==> src/rtl/regfile_pkg.sv <==
// Shared constants for the multiport register file: default widths, the zero
// register/data constants and the named read-port indices.
package regfile_pkg;

    localparam int DEF_DATA_W = 32;
    localparam int DEF_ADDR_W = 5;

    localparam int REG_ZERO = 0;
    localparam logic [0:DEF_DATA_W-1] DATA_ZERO = '0;

    // Port 0 drives the system bus, port 1 the ALU; higher ports are spares.
    localparam int RD_SBUS = 0;
    localparam int RD_ALU  = 1;

endpackage

==> src/rtl/regfile_scoreboard.sv <==
// Per-register pending bits: a reserve sets, a write clears, and the reserve
// wins when both hit the same entry. Entry 0 is never pending.
module regfile_scoreboard
    import regfile_pkg::*;
#(
    parameter int ADDR_W = DEF_ADDR_W,
    parameter int NUM_RD = 2
) (
    input  logic                     clk,
    input  logic                     rst,
    input  logic                     wr_en,
    input  logic [ADDR_W-1:0]        wr_sel,
    input  logic                     rsv_en,
    input  logic [ADDR_W-1:0]        rsv_sel,
    input  logic [NUM_RD*ADDR_W-1:0] rd_sel,
    output logic [NUM_RD-1:0]        rd_busy
);

    localparam int DEPTH = 1 << ADDR_W;

    logic [DEPTH-1:0] w_pending;

    for (genvar gi = 0; gi < DEPTH; gi++) begin : g_pend
        if (gi == REG_ZERO) begin : g_zero
            assign w_pending[gi] = 1'b0;
        end else begin : g_bit
            logic r_pend;
            always_ff @(posedge clk) begin
                if (rst)
                    r_pend <= 1'b0;
                else if (rsv_en && rsv_sel == ADDR_W'(gi))
                    r_pend <= 1'b1;
                else if (wr_en && wr_sel == ADDR_W'(gi))
                    r_pend <= 1'b0;
            end
            assign w_pending[gi] = r_pend;
        end
    end

    for (genvar gi = 0; gi < NUM_RD; gi++) begin : g_busy
        assign rd_busy[gi] = w_pending[rd_sel[gi*ADDR_W +: ADDR_W]];
    end

endmodule

==> src/rtl/regfile_multiport.sv <==
// Clocked register file: one synchronous write port, NUM_RD combinational read
// ports, hardwired-zero entry 0 and a pending-bit scoreboard. Data vectors are
// MSB-first ([0] is the MSB). Optional same-cycle write-to-read forwarding is
// enabled by defining REGFILE_BYPASS_EN.
module regfile_multiport
    import regfile_pkg::*;
#(
    parameter int DATA_W = DEF_DATA_W,
    parameter int ADDR_W = DEF_ADDR_W,
    parameter int NUM_RD = 2
) (
    input  logic                     clk,
    input  logic                     rst,
    input  logic                     wr_en,
    input  logic [ADDR_W-1:0]        select_write,
    input  logic [0:DATA_W-1]        systembus_in,
    input  logic [NUM_RD*ADDR_W-1:0] rd_sel,
    output logic [0:NUM_RD*DATA_W-1] rd_data,
    input  logic                     rsv_en,
    input  logic [ADDR_W-1:0]        rsv_sel,
    output logic [NUM_RD-1:0]        rd_busy
);

    localparam int DEPTH = 1 << ADDR_W;

    logic [0:DATA_W-1] w_mem [DEPTH];
    logic [NUM_RD-1:0] w_busy_raw;

    for (genvar gi = 0; gi < DEPTH; gi++) begin : g_entry
        if (gi == REG_ZERO) begin : g_zero
            assign w_mem[gi] = DATA_W'(DATA_ZERO);
        end else begin : g_reg
            logic [0:DATA_W-1] r_entry;
            always_ff @(posedge clk) begin
                if (rst)
                    r_entry <= '0;
                else if (wr_en && select_write == ADDR_W'(gi))
                    r_entry <= systembus_in;
            end
            assign w_mem[gi] = r_entry;
        end
    end

    regfile_scoreboard #(
        .ADDR_W (ADDR_W),
        .NUM_RD (NUM_RD)
    ) u_scoreboard (
        .clk     (clk),
        .rst     (rst),
        .wr_en   (wr_en),
        .wr_sel  (select_write),
        .rsv_en  (rsv_en),
        .rsv_sel (rsv_sel),
        .rd_sel  (rd_sel),
        .rd_busy (w_busy_raw)
    );

    for (genvar gi = 0; gi < NUM_RD; gi++) begin : g_port
        logic [ADDR_W-1:0] w_sel;
        assign w_sel = rd_sel[gi*ADDR_W +: ADDR_W];
`ifdef REGFILE_BYPASS_EN
        // Forward the in-flight write unless reset is dropping it this cycle.
        logic w_hit;
        assign w_hit = !rst && wr_en && (select_write == w_sel)
                       && (w_sel != ADDR_W'(REG_ZERO));
        assign rd_data[gi*DATA_W +: DATA_W] = w_hit ? systembus_in : w_mem[w_sel];
        assign rd_busy[gi] = w_hit ? (rsv_en && rsv_sel == select_write)
                                   : w_busy_raw[gi];
`else
        assign rd_data[gi*DATA_W +: DATA_W] = w_mem[w_sel];
        assign rd_busy[gi] = w_busy_raw[gi];
`endif
    end

endmodule

==> config.mk <==
export PLATFORM = sky130hd
export DESIGN_NAME = regfile_multiport
export DESIGN_NICKNAME = d
export VERILOG_FILES = /design/src/rtl/regfile_pkg.sv /design/src/rtl/regfile_scoreboard.sv /design/src/rtl/regfile_multiport.sv
export SDC_FILE = /design/constraint.sdc
export NUM_CORES = 2
export LEC_CHECK = 0
export CAP_MARGIN = 20
export CORE_ASPECT_RATIO = 0.75
export CORE_MARGIN = 3
export CORE_UTILIZATION = 35
export CTS_BUF_LIST = sky130_fd_sc_hd__clkbuf_2 sky130_fd_sc_hd__clkbuf_4 sky130_fd_sc_hd__clkbuf_8
export CTS_CLUSTER_DIAMETER = 80
export DETAILED_ROUTE_END_ITERATION = 7
export HOLD_SLACK_MARGIN = 0.15
export SLEW_MARGIN = 5
export SYNTH_ARGS = -nofsm -noshare
export SYNTH_HDL_FRONTEND = slang
export SYNTH_HIERARCHICAL = 1
export SYNTH_SLANG_ARGS = --single-unit
==> constraint.sdc <==
create_clock -name clk -period 2.15 [get_ports clk]
set_input_delay 0.3225 -clock clk [delete_from_list [all_inputs] [get_ports clk]]
set_output_delay 0.3225 -clock clk [all_outputs]
set_load 0.05 [all_outputs]
==> key figures <==
Pwr
  • Sw Pwr: 12.7 mW
  • Cell internal pwr: 31.7 mW
  • Worst VDD drop: about 0.63 mV
  • Switch share: 28.6%
  • Clock Power Share: 41.7%
  • Power per cell area: roughly 660 nW/µm²
  • Flop pwr share: between 40% and 50%
  • Logic gate share of total power: around 15%
  • LEAKAGE: 24.9 nW
  • Power, Total: approximately 44 mW

CTS
  • H-tree depth: 4
  • # clock sinks: 1023
  • Max Buffers Root-to-Sink: 3
  • Clock-pin slew on the worst setup and hold paths: around 70 ps
  • Skew-Pair Late Insertion Delay: 880 ps
  • CTS tree: built
  • CTS Buf Count: 170
  • CTS root buffer: clkbuf_8

Final layout
  • Finished Layout Cells: around 9000
  • Final Cell Area: 67500 µm²
  • Fraction of final layout cells sized beyond drive strength 1: 20.7%
  • Area Overhead vs Synth: 27.1%
  • Final Util: 44.9%
  • Fin nets: about 7100

Synthesis
  • Post-synth EDFFs: 0
  • Synth Instances: 6817
  • Top-count cell post-synth: nand2_1
  • Post-synth cell types: 37
  • Top post-synthesis cells by count: nand2_1 (2179), a21oi_1 (1157), dfxtp_1 (1023)
  • Sequential fraction of the synthesis area: 38.5%
  • Ys flop type: dfxtp_1
  • Post-synthesis cell type with the largest combined area: dfxtp_1
  • Ys async rst share: 0%
  • Top post-synthesis cells by area: dfxtp_1 (39%), nand2_1 (15%), mux2i_1 (15%), a21oi_1 (11%), a22oi_1 (3.7%)
  • Yosys warnings: 6
  • Share of the synthesized area in the top cell type: between 30% and 40%
  • Synth Register Bits: about 1000
  • Syn Nets: 6873
  • Post-Syn Area: 53100 µm²
  • Synth Area per Inst: 7.80 µm²

Timing
  • Post-route setup TNS: -44930 ps
  • RSZ-0062 raised after global routing: true
  • Final Hold Viols: 0
  • Tightest Pin Transition: 811 ps
  • Minimum clock period: 2930 ps
  • Setup Skew: 0 ps
  • Worst setup margin: -778 ps
  • Tcrit/Tclk final: 136%
  • Slew margin rel.: 45.8%
  • Final setup vio count: 66
  • Final Slew Violations: 0
  • Hold slack: 243 ps
  • Max Freq: roughly 340 MHz

Detailed routing
  • Via density: 5.86
  • DRT Wirelength: roughly 230000 µm
  • Final ANT Viol Nets: 0
  • DRT iter0 DRCs: approximately 7400
  • Via count: roughly 54000
  • DR DRC count: 1
  • DR WL/cell: 25.2 µm
  • DR pass1 iterations: 8

Place
  • Worst slack, placed: -824 ps
  • DP Wirelength: 154000 µm
  • Dpl cell area: 62000 µm²
  • Number of buffers added on ports: 121
  • Final GP Congestion: 0.943
  • Cell count after placement: roughly 9000

Setup path
  • Startpoint type of the worst setup path: flop
  • Worst path arrival time: 2610 ps
  • Slowest CP cell: mux4_2
  • Crit path max fanout: 3
  • Worst-path cell chain: mux4_2 -> nor2b_1 -> nor3_1 -> a31oi_1 -> nand3_2 -> buf_6
  • CP max stage delay: 470 ps
  • CP Class: reg -> out
  • Crit end category: primary output
  • Req. time, crit path: approximately 1800 ps

Global routing
  • Total GRT Usage: ~28%
  • Initial antenna violation count: 9
  • Largest net degree at the start of global routing: 94
  • First-pass GRT wire length: 337000 µm
  • Vias in the first global route: 50900
  • Overflow left after global routing: 0

Job
  • Max-cap violations: 0

Outcome
  • Status: finished with violations
  • Violated checks: design-rule violations, negative setup slack

Die
  • IO Pins: about 120
  • Die area: 157000 µm²
  • Row count: roughly 120
  • CORE AREA: 150000 µm²
  • Starting Density: 35.3%
  • Die H: ~340 µm
  • Die Span X: 456 µm

Hold path
  • Worst hold-check path type: in -> reg
-- cell usage in the layout (no fill, tap or decap), types with 70 or more instances in the layout --
| cell type | instances |
|---|---|
| a22oi_1 | 260 |
| buf_12 | 238 |
| mux4_2 | 70 |
| dfxtp_2 | 78 |
| nand3_1 | 148 |
| nand2_1 | 2158 |
| a21oi_1 | 1157 |
| buf_4 | 388 |
| dfxtp_1 | 945 |
| clkbuf_8 | 211 |
| mux2i_1 | 786 |
-- final timing paths --
check | start | to | slack (ps) | cells past startpoint
worst max-delay path | g_entry[7].g_reg.r_entry[21] | rd_data[21] | -780 | 6
worst min-delay path | rsv_sel[2] | u_scoreboard/g_pend[12].g_bit.r_pend | 240 | 3
worst max register to register | g_entry[2].g_reg.r_entry[5] | g_entry[2].g_reg.r_entry[5] | 1410 | 2
worst min register to register | g_entry[7].g_reg.r_entry[14] | g_entry[7].g_reg.r_entry[14] | 460 | 2
-- timing repair --
action / in CTS / in global routing
setup buffers: 1 / 2
pin swaps: 52 / 48
setup endpoints to repair: 66 / 66
endpoints found under the hold margin: 614 / 0
resized for setup: 308 / 129
hold buffers: 2 / 0
-- power groups by stage --
stage	clock, mW	sequential (mW)	combinational, mW
CTS	18.6	19.2	6.43
global route	19.4	19.2	6.86
global placement	0	19.6	6.08
detailed placement	0	19.6	6.09
floorplan	0	19.6	3.23
finish	18.5	19.2	6.67
-- kinds of logic (layout without fill, tap and decap cells) --
logic type | Yosys count | count (layout) | share of synthesized area, %
muxes | 920 | 920 | 19.1
AOI/OAI and AO/OA | 1582 | 1582 | 16.8
DFF | 1023 | 1023 | 38.5
buffers and inverters | 667 | 1024 | 5.45
and+or+nand+nor | 2625 | 2625 | 20.1
other | 0 | 7 | 0
-- sequential cells by signal (all words and copies together), names as in the netlist --
name,cells
g_entry.g_reg.r_entry,992
u_scoreboard/g_pend.g_bit.r_pend,31
-- layer usage --
layer  GRT usage, %  part of all wire (%)
met2           42.3                    42
met3           7.77                    13
met4           12.5                   4.9
met5              0                0.0056
met1           38.2                    40
-- critical path, delay by kind of cell, from the launching register on --
kind,cells,cell delay [ps]
flip-flops,1,330
multiplexers,1,470
AO/OA/AOI/OAI,1,270
AND/OR/NAND/NOR,3,430
buffers and inverters,1,210
-- layout make-up --
type / count / area [µm²]
tap: 2000 / 2500
fill: 14400 / 82800
antenna: 7 / 17.5
timing repair buffer: 735 / 8980
sequential: 1023 / 20600
clock inverter: 24 / 234
multi-input combinational: 5127 / 31900
clock buffer: 263 / 3290
inverter: 2 / 7.51
Power figures use the tool's default switching activity.
